===== config.mk =====
export PLATFORM = sky130hd
export DESIGN_NAME = dual_config_sequencer
export DESIGN_NICKNAME = d
export VERILOG_FILES = /design/src/rtl/dual_config_sequencer.sv
export SDC_FILE = /design/constraint.sdc
export NUM_CORES = 1
export LEC_CHECK = 0
export CAP_MARGIN = 20
export CORE_MARGIN = 2
export CORE_UTILIZATION = 48
export CTS_BUF_LIST = sky130_fd_sc_hd__clkbuf_8
export CTS_CLUSTER_DIAMETER = 40
export CTS_CLUSTER_SIZE = 14
export DETAILED_ROUTE_END_ITERATION = 10
export GPL_ROUTABILITY_DRIVEN = 0
export PLACE_DENSITY = 0.92
export SLEW_MARGIN = 20
export SYNTH_ARGS = -nofsm -noshare
export SYNTH_HDL_FRONTEND = slang
export SYNTH_SLANG_ARGS = --single-unit

===== constraint.sdc =====
create_clock -name clk -period 2.8 [get_ports clk]
set_input_delay 0.28 -clock clk [delete_from_list [all_inputs] [get_ports clk]]
set_output_delay 0.28 -clock clk [all_outputs]
set_load 0.1 [all_outputs]

===== src/rtl/dual_config_sequencer.sv =====
// -----------------------------------------------------------------------------
// dual_config_sequencer
//
// Turns simple commands into register accesses on a dual_config Avalon-MM
// slave: read the busy status, read the previous-state register, or reload
// the device from one of two images. A reload first polls the busy register
// until it clears, then writes config_sel and the trigger register.
//
// Parameters
//   READ_LATENCY  cycles from avmm_read to valid avmm_readdata (1..7)
//   POLL_LIMIT    busy polls allowed before a reload is abandoned (1..65535)
//
// Ports
//   clk             single rising-edge clock
//   reset           asynchronous, active-high reset
//   cmd_valid       command request, taken when cmd_ready is high
//   cmd_op[1:0]     0 = read busy, 1 = reconfigure, 2 = read previous-state,
//                   3 = reserved (answered with an error)
//   cmd_image       image selected by a reconfigure command
//   cmd_ready       high only while idle
//   rsp_valid       one-cycle response strobe
//   rsp_data[31:0]  read result (0 for reconfigure / reserved); held until
//                   the next response
//   rsp_error       timeout or reserved op, qualified by rsp_valid
//   avmm_*          master side of the Avalon-MM link to the dual_config slave
//
// Every output comes straight from a register: each transition loads the
// output values belonging to the state being entered.
// -----------------------------------------------------------------------------
module dual_config_sequencer #(
  parameter int READ_LATENCY = 2,
  parameter int POLL_LIMIT   = 255
) (
  input  logic        clk,
  input  logic        reset,
  input  logic        cmd_valid,
  input  logic [1:0]  cmd_op,
  input  logic        cmd_image,
  output logic        cmd_ready,
  output logic        rsp_valid,
  output logic [31:0] rsp_data,
  output logic        rsp_error,
  output logic [2:0]  avmm_address,
  output logic        avmm_read,
  output logic        avmm_write,
  output logic [31:0] avmm_writedata,
  input  logic [31:0] avmm_readdata
);

  // Register map of the dual_config slave
  localparam logic [2:0] ADDR_TRIGGER = 3'd0;
  localparam logic [2:0] ADDR_SEL     = 3'd1;
  localparam logic [2:0] ADDR_BUSY    = 3'd3;
  localparam logic [2:0] ADDR_PREV    = 3'd4;

  // Command opcodes
  localparam logic [1:0] OP_BUSY     = 2'd0;
  localparam logic [1:0] OP_RECONFIG = 2'd1;
  localparam logic [1:0] OP_PREV     = 2'd2;

  // Wait counter value on the last cycle of a read wait
  localparam logic [2:0]  LAT_LAST   = 3'(READ_LATENCY - 1);
  localparam logic [15:0] POLL_MAX   = 16'(POLL_LIMIT);

  typedef enum logic [2:0] {
    ST_IDLE,
    ST_POLL_RD,
    ST_POLL_WAIT,
    ST_SEL_WR,
    ST_TRIG_WR,
    ST_DATA_RD,
    ST_DATA_WAIT,
    ST_RESP
  } state_t;

  // config_sel write value: bit0 = overwrite, bit1 = image
  function automatic logic [31:0] f_sel_wdata(input logic image);
    f_sel_wdata = {30'd0, image, 1'b1};
  endfunction

  // Register read by a data command (op 0 or op 2)
  function automatic logic [2:0] f_data_addr(input logic [1:0] op);
    f_data_addr = (op == OP_PREV) ? ADDR_PREV : ADDR_BUSY;
  endfunction

  state_t      r_state;
  logic        r_image;
  logic [2:0]  r_wait_cnt;
  logic [15:0] r_poll_cnt;

  logic        r_cmd_ready;
  logic        r_rsp_valid;
  logic [31:0] r_rsp_data;
  logic        r_rsp_error;
  logic [2:0]  r_avmm_address;
  logic        r_avmm_read;
  logic        r_avmm_write;
  logic [31:0] r_avmm_writedata;

  logic        w_accept;
  logic        w_lat_done;
  logic        w_busy;
  logic [15:0] w_poll_cnt_nxt;
  logic        w_poll_exhausted;

  // r_cmd_ready is high exactly while r_state is IDLE
  assign w_accept         = cmd_valid & r_cmd_ready;
  assign w_lat_done       = (r_wait_cnt == LAT_LAST);
  assign w_busy           = avmm_readdata[0];
  assign w_poll_cnt_nxt   = r_poll_cnt + 16'd1;
  assign w_poll_exhausted = (w_poll_cnt_nxt == POLL_MAX);

  // Sequencer FSM with registered outputs for the state being entered
  always_ff @(posedge clk or posedge reset) begin
    if (reset) begin
      r_state          <= ST_IDLE;
      r_image          <= 1'b0;
      r_wait_cnt       <= 3'd0;
      r_poll_cnt       <= 16'd0;
      r_cmd_ready      <= 1'b1;
      r_rsp_valid      <= 1'b0;
      r_rsp_data       <= 32'd0;
      r_rsp_error      <= 1'b0;
      r_avmm_address   <= 3'd0;
      r_avmm_read      <= 1'b0;
      r_avmm_write     <= 1'b0;
      r_avmm_writedata <= 32'd0;
    end else begin
      // Strobes last one cycle; bus returns to all-zero unless a state drives it
      r_cmd_ready      <= 1'b0;
      r_rsp_valid      <= 1'b0;
      r_avmm_address   <= 3'd0;
      r_avmm_read      <= 1'b0;
      r_avmm_write     <= 1'b0;
      r_avmm_writedata <= 32'd0;

      case (r_state)
        ST_IDLE: begin
          if (w_accept) begin
            r_image    <= cmd_image;
            r_poll_cnt <= 16'd0;
            r_wait_cnt <= 3'd0;
            case (cmd_op)
              OP_RECONFIG: begin
                r_state        <= ST_POLL_RD;
                r_avmm_read    <= 1'b1;
                r_avmm_address <= ADDR_BUSY;
              end
              OP_BUSY, OP_PREV: begin
                r_state        <= ST_DATA_RD;
                r_avmm_read    <= 1'b1;
                r_avmm_address <= f_data_addr(cmd_op);
              end
              default: begin
                // Reserved op: answer at once with an error, no bus access
                r_state     <= ST_RESP;
                r_rsp_valid <= 1'b1;
                r_rsp_data  <= 32'd0;
                r_rsp_error <= 1'b1;
              end
            endcase
          end else begin
            r_state     <= ST_IDLE;
            r_cmd_ready <= 1'b1;
          end
        end

        ST_POLL_RD: begin
          r_state    <= ST_POLL_WAIT;
          r_wait_cnt <= 3'd0;
        end

        ST_POLL_WAIT: begin
          if (w_lat_done) begin
            r_poll_cnt <= w_poll_cnt_nxt;
            if (!w_busy) begin
              r_state          <= ST_SEL_WR;
              r_avmm_write     <= 1'b1;
              r_avmm_address   <= ADDR_SEL;
              r_avmm_writedata <= f_sel_wdata(r_image);
            end else if (w_poll_exhausted) begin
              // Still busy on the last allowed poll: give up without writing
              r_state     <= ST_RESP;
              r_rsp_valid <= 1'b1;
              r_rsp_data  <= 32'd0;
              r_rsp_error <= 1'b1;
            end else begin
              r_state        <= ST_POLL_RD;
              r_avmm_read    <= 1'b1;
              r_avmm_address <= ADDR_BUSY;
            end
          end else begin
            r_wait_cnt <= r_wait_cnt + 3'd1;
          end
        end

        ST_SEL_WR: begin
          r_state          <= ST_TRIG_WR;
          r_avmm_write     <= 1'b1;
          r_avmm_address   <= ADDR_TRIGGER;
          r_avmm_writedata <= 32'h0000_0001;
        end

        ST_TRIG_WR: begin
          r_state     <= ST_RESP;
          r_rsp_valid <= 1'b1;
          r_rsp_data  <= 32'd0;
          r_rsp_error <= 1'b0;
        end

        ST_DATA_RD: begin
          r_state    <= ST_DATA_WAIT;
          r_wait_cnt <= 3'd0;
        end

        ST_DATA_WAIT: begin
          if (w_lat_done) begin
            r_state     <= ST_RESP;
            r_rsp_valid <= 1'b1;
            r_rsp_data  <= avmm_readdata;
            r_rsp_error <= 1'b0;
          end else begin
            r_wait_cnt <= r_wait_cnt + 3'd1;
          end
        end

        ST_RESP: begin
          r_state     <= ST_IDLE;
          r_cmd_ready <= 1'b1;
        end

        default: begin
          r_state     <= ST_IDLE;
          r_cmd_ready <= 1'b1;
        end
      endcase
    end
  end

  assign cmd_ready      = r_cmd_ready;
  assign rsp_valid      = r_rsp_valid;
  assign rsp_data       = r_rsp_data;
  assign rsp_error      = r_rsp_error;
  assign avmm_address   = r_avmm_address;
  assign avmm_read      = r_avmm_read;
  assign avmm_write     = r_avmm_write;
  assign avmm_writedata = r_avmm_writedata;

endmodule


==> results of run 1 <==
==> cells in the mapped netlist (3+ instances only) <==
cell type | instances | area, sq um
inv_1 | 8 | 30.03
o21ai_0 | 28 | 140.1
nand2_1 | 27 | 101.4
xnor2_1 | 4 | 35.03
o211ai_1 | 3 | 22.52
a21oi_1 | 10 | 50.05
nor2_1 | 24 | 90.09
o22ai_1 | 3 | 18.77
nand4_1 | 7 | 43.79
o31ai_1 | 6 | 45.04
buf_4 | 32 | 240.2
clkbuf_1 | 13 | 48.80
a31oi_1 | 4 | 25.02
ha_1 | 4 | 50.05
a22o_2 | 30 | 300.3
buf_6 | 3 | 33.78
nand3_1 | 5 | 25.02
nor3_1 | 5 | 25.02
dfrtp_1 | 63 | 1577
nand2b_1 | 6 | 37.54
==> area by class of cell <==
cell class                      instances  area (sq um)
Multi-Input combinational cell        238          1538
Timing Repair Buffer                   88         765.7
Tap cell                               80         100.1
Clock inverter                          7         48.80
Clock buffer                            9         123.9
Sequential cell                        64          1603
Inverter                                8         30.03
Fill cell                             507          2547
==> logic make-up after synthesis <==
group	Yosys count	synth area share (%)
simple gates	95	15.25
compound gates	99	22.09
fa+ha+maj	4	1.495
xor+xnor	6	1.569
flops	64	47.87
mux	3	0.9342
buf+inv	57	10.69
other cells	1	0.1120
==> state kept, by name, summed over array words and instances, names as in the netlist <==
register,flops
avmm_address,3
avmm_read,1
avmm_writedata,2
cmd_ready,1
r_image,1
r_poll_cnt,16
r_state,3
r_wait_cnt,3
rsp_data,32
rsp_error,1
rsp_valid,1
==> critical path, delay by kind of cell, from the launching register on <==
family	cells	cell delay (ns)
DFF	1	0.43
and+or+nand+nor	3	1.06
adders and majority gates	1	0.19
buffers and inverters	1	0.22
xor gates and xnor gates	1	0.16
AOI/OAI and AO/OA	2	0.46
==> placed cells by master, fill, tap and decap left out, types with 3 or more instances in the layout <==
cell,count
nor3_1,3
inv_1,7
o21ai_0,28
clkinv_4,3
a21oi_1,10
nand2b_1,6
conb_1,30
buf_4,50
nand3_1,5
nand2_1,27
nor2_1,24
o211ai_1,3
clkinv_2,3
dfrtp_1,63
clkdlybuf4s50_1,37
nand4_1,7
o22ai_1,3
clkbuf_8,9
ha_1,4
o31ai_1,6
a22o_2,30
xnor2_1,4
a31oi_1,4
==> power by group through the flow <==
stage | clock network [uW] | registers [uW] | logic [uW]
2_1_floorplan | 0 | 2520 | 1280
3_3_place_gp | 0 | 1560 | 2660
3_5_place_dp | 0 | 1570 | 2740
4_1_cts | 711 | 1560 | 2750
5_1_grt | 764 | 1620 | 2950
6_report | 700 | 1570 | 2800
==> path summary, 6_finish.rpt <==
path | from | endpoint | slack (ns) | cells past startpoint
worst max-delay path | r_poll_cnt[0] | rsp_data[1] | 0.16 | 8
worst min-delay path | reset | rsp_data[29] | 0.37 | 2
worst max register to register | r_poll_cnt[0] | rsp_data[1] | 0.16 | 8
worst min register to register | r_image | r_image | 0.51 | 1
max in group asynchronous | reset | cmd_ready | 1.75 | 3
min in group clk | r_image | r_image | 0.51 | 1
==> routing by layer <==
metal / track usage (%) / vias to the layer above
met5: 0 / -
met4: 9.091 / 0
li1: - / 1298
met2: 32.64 / 134
met1: 27.88 / 1349
met3: 4.360 / 12
==> per-stage QoR <==
stage | setup WS, ns | hold WS [ns] | utilization, %
final | 0.1555 | 0.3652 | 62.30
after global routing | 0.01478 | 0.4214 | 62.30
after CTS | 0.06847 | 0.3673 | 61.63
after detailed placement | 0.02321 | 0.4882 | 58.98
after global placement | 0.1260 | 0.4841 | 58.98
after floorplan | 0.3662 | 0.4125 | -
==> timing repair <==
action	CTS	global route
cloned	0	1
resized for setup	1	3
pin swaps	0	2
hold buffers	0	0
setup buffers	0	2
endpoints found under the setup margin	1	34
==> metrics.yaml, run 1 <==
cts:
  cts.clk_slew.worst_paths_ns: 0.08
  cts_tree: "yes"
  clock_sinks: 64
  clock_latency_ns: 0.34
  cts_root_buf: "clkbuf_8"
  clock_path_buffers: 2
  cts_buffers: 9
  h-tree-depth: 3
detailed_routing:
  drcViolationCount: 0
  wirelength_microns: 8230
  drtPass1Iterations: 5
  topRoutingLayerUsed: "met4"
  wl_met3_microns: 597
  first_iter_violations: 211
  wl_per_cell_microns: 16.66
  ant_nets: 0
  detail_route.vias_per_cell: 5.654
  wl_met1_microns: 3490
  num_vias: 2793
  wl_met2_microns: 4033
sta:
  clock_skew_ns: 0.007215
  rsz0062_at_grt: "no"
  slew_headroom_pct: 51.72
  tns_ns: 0
  tightest_slew_ns: 0.7224
  final.min_clock_period_ns: 2.645
  setup_viol: 0
  finalMaxSlewViolations: 0
  finalHoldViolCount: 0
  fin_crit_sh_pct: 94.45
  fmax_mhz: 378.1
critical_path:
  worstPathCellList: "ha_1 > nand3_1 > nor4_4 > xor2_1 > nor4_4 > buf_4 > a21oi_4 > a22o_2"
  crit_type: "reg2reg"
  cp-start-kind: "flip-flop"
  cp.arrival_ns: 2.87
  critPathMaxFanout: 17
  worst_ep_required_time_ns: 3.03
  max_stage_delay_ns: 0.45
  crit_slowest_cell: "nor4_4"
  crit_top_cell: "nor4_4"
  crit_path_end_kind: "flip-flop"
final_layout:
  fin_nets: 451
  instances_no_fill: 494
  n_antenna_cell: 0
  final_cell_area_sq_um: 4209
  area_growth_pct: 25.71
  drive_gt1_share_pct: 27.05
floorplan:
  coreArea_sq_um: 6756
  ioPinCount: 110
  die_width_microns: 87.52
  die_h_microns: 87.52
  start_util_pct: 49.56
  core.rowCount: 30
  die_area_sq_um: 7660
synth:
  netlist-cell-type-count: 52
  synth_ff_type: "dfrtp_1"
  synth_warnings: 0
  synth.avg_cell_area_sq_um: 10.18
  seq_area_frac_synth_pct: 47.87
  synth_area_sq_um: 3348
  synthArstFlopShare_pct: 100.0
  synthCells: 329
  synth_seq_cells: 64
  synth_edf_count: 0
place:
  dpl.cell_count: 475
  dp.final_hpwl_microns: 5609
  io_buffers: 79
  postPlaceCellArea_sq_um: 3985
power_and_ir_drop:
  p_sw_share_pct: 55.17
  switchingPower_uw: 2796
  pwr-share-clk_pct: 13.8
  max-vdd-ir-drop_mv: 0.4396
  finalPower_uw: 5068
  p_int_uw: 2272
  cellLeakagePower_uw: 0.001977
  comb_power_share_pct: 55.2
  power_density_nw_per_um2: 1204
  power_frac_seq_pct: 31.0
global_route:
  grt_max_degree: 35
  grt_first_pass_wirelength_microns: 12430
  track_usage_pct: 20.79
  antenna_found_initial: 0
  grt_pass1_vias: 2541
  overflow: 0
min_path:
  hold_class: "in2async"
run_status:
  status: "finished, final reports clean"
flow_run:
  cap_violations: 0
(Power assumes the default switching activity.)
==> run 2, diff against run 1 <==
--- a/config.mk
+++ b/config.mk
@@ -7,14 +7,15 @@
 export LEC_CHECK = 0
 export CAP_MARGIN = 20
 export CORE_MARGIN = 2
-export CORE_UTILIZATION = 48
+export CORE_UTILIZATION = 30
 export CTS_BUF_LIST = sky130_fd_sc_hd__clkbuf_8
 export CTS_CLUSTER_DIAMETER = 40
 export CTS_CLUSTER_SIZE = 14
 export DETAILED_ROUTE_END_ITERATION = 10
 export GPL_ROUTABILITY_DRIVEN = 0
-export PLACE_DENSITY = 0.92
+export PLACE_DENSITY = 0.65
 export SLEW_MARGIN = 20
 export SYNTH_ARGS = -nofsm -noshare
 export SYNTH_HDL_FRONTEND = slang
 export SYNTH_SLANG_ARGS = --single-unit
+export TNS_END_PERCENT = 10
==> metrics.yaml, run 2 (synthesized netlist as in run 1, its figures left out) <==
run_status:
  status: "finished, final reports clean"
global_route:
  overflow: 0
  grt_first_pass_wirelength_microns: 12670
  met3_usage_pct: 4.624
  grt-busiest-layer: "met2"
  track_usage_pct: 13.59
  met1_usage_pct: 18.55
  met2_usage_pct: 19.80
  antenna_found_initial: 0
  grt_pass1_vias: 2514
  grt_max_degree: 37
final_layout:
  instances_no_fill: 552
  layout_commonest_cell: "dfrtp_1"
  regArea_sq_um: 1603
  multi_input_area_sq_um: 1513
  final_cell_area_sq_um: 4279
  area_growth_pct: 27.80
  n_antenna_cell: 0
  final_cell_mix: "dfrtp_1, buf_4, clkdlybuf4s50_1, a22o_2, conb_1"
  drive_gt1_share_pct: 26.46
  n_fill_cell: 1089
  largest_register_ffs: 32
  fin_nets: 449
sta:
  slew_headroom_pct: 58.37
  finalHoldViolCount: 0
  fin_crit_sh_pct: 90.86
  clock_skew_ns: 0.009680
  timing.hold.ws_ns: 0.3343
  rsz0062_at_grt: "no"
  setup_viol: 0
  fmax_mhz: 393.1
  tightest_slew_ns: 0.6235
  tns_ns: 0
  final.min_clock_period_ns: 2.544
  finalMaxSlewViolations: 0
floorplan:
  coreArea_sq_um: 10890
  ioPinCount: 110
  core.rowCount: 38
  die_width_microns: 109.6
  die_area_sq_um: 12020
  start_util_pct: 30.75
  die_h_microns: 109.6
critical_path:
  crit_type: "reg2reg"
  critPathMaxFanout: 34
  worst_ep_required_time_ns: 3.04
  crit_path_end_kind: "flip-flop"
  cp.arrival_ns: 2.78
  cp-start-kind: "flip-flop"
power_and_ir_drop:
  max-vdd-ir-drop_mv: 0.6393
  cellLeakagePower_uw: 0.001964
  power_density_nw_per_um2: 1199
  finalPower_uw: 5131
cts:
  cts_hold_buf: 0
  clock_sinks: 64
  cts_buffers: 9
  h-tree-depth: 3
  clock_latency_ns: 0.35
  clock_path_buffers: 2
  cts_tree: "yes"
  cts.clk_slew.worst_paths_ns: 0.07
  cts_root_buf: "clkbuf_8"
detailed_routing:
  wirelength_microns: 8144
  detail_route.vias_per_cell: 4.942
  first_iter_violations: 200
  num_vias: 2728
  drcViolationCount: 0
  drtPass1Iterations: 4
  wl_per_cell_microns: 14.75
  ant_nets: 0
place:
  postPlaceCellArea_sq_um: 4080
  io_buffers: 79
  dp.final_hpwl_microns: 5586
  dpl.cell_count: 536
flow_run:
  cap_violations: 0
min_path:
  hold_class: "in2async"
-- run 2: changes by cell type in the layout (fill, tap and decap cells not counted), sizes merged --
cell	delta
bufinv	+1
clkinv	-3
buf	-1
clkinvlp	+1
a21oi	-1
inv	+1
-- run 2: where the power goes --
group | internal (uW) | total, uW | switching (uW)
clock | 402 | 775 | 373
combinational | 765 | 2790 | 2030
sequential | 1220 | 1570 | 348
-- run 2: critical path: stages (launching register included) --
cell,delay [ns]
dfrtp_1,0.43
ha_1,0.31
nand3_1,0.27
nor3_1,0.34
a31oi_1,0.19
nor3_2,0.32
a21oi_4,0.11
buf_12,0.18
a22o_2,0.27
-- run 2: final timing paths --
kind | slack, ns | end | depth (start not counted) | from
setup reg to reg | 0.26 | rsp_data[27] | 8 | r_poll_cnt[0]
min in group clk | 0.51 | rsp_data[30] | 1 | rsp_data[30]
hold / removal | 0.33 | rsp_data[26] | 2 | reset
setup / recovery | 0.26 | rsp_data[27] | 8 | r_poll_cnt[0]
hold reg to reg | 0.51 | rsp_data[30] | 1 | rsp_data[30]
max in group asynchronous | 1.86 | rsp_data[12] | 3 | reset
-- run 2: area by class of cell --
type / count / area share, %
clock inverter: 7 / 1.491
clock buffer: 9 / 2.895
sequential: 64 / 37.46
tap: 140 / 4.094
inverter: 8 / 0.7018
timing repair buffer: 87 / 18.01
multi-input combinational: 237 / 35.35
-- run 2: timing repair --
item                                    4_1_cts  5_1_grt
endpoints found under the hold margin         0        0
endpoints found under the setup margin        0       32
buffers inserted                              0        0
resized for setup                             0        2
-- run 2: metrics by stage --
step / util, % / setup slack (ns)
2_1_floorplan: - / 0.3662
3_3_place_gp: 37.47 / 0.3331
4_1_cts: 39.20 / 0.2280
5_1_grt: 39.30 / 0.04193
6_report: 39.30 / 0.2558
3_5_place_dp: 37.47 / 0.2639
-- run 2: layer usage --
layer / up-vias / part of all wire, %
li1: 1287 / -
met1: 1303 / 45
met2: 129 / 45
met3: 9 / 9.0
met4: 0 / 1.1
met5: - / 0
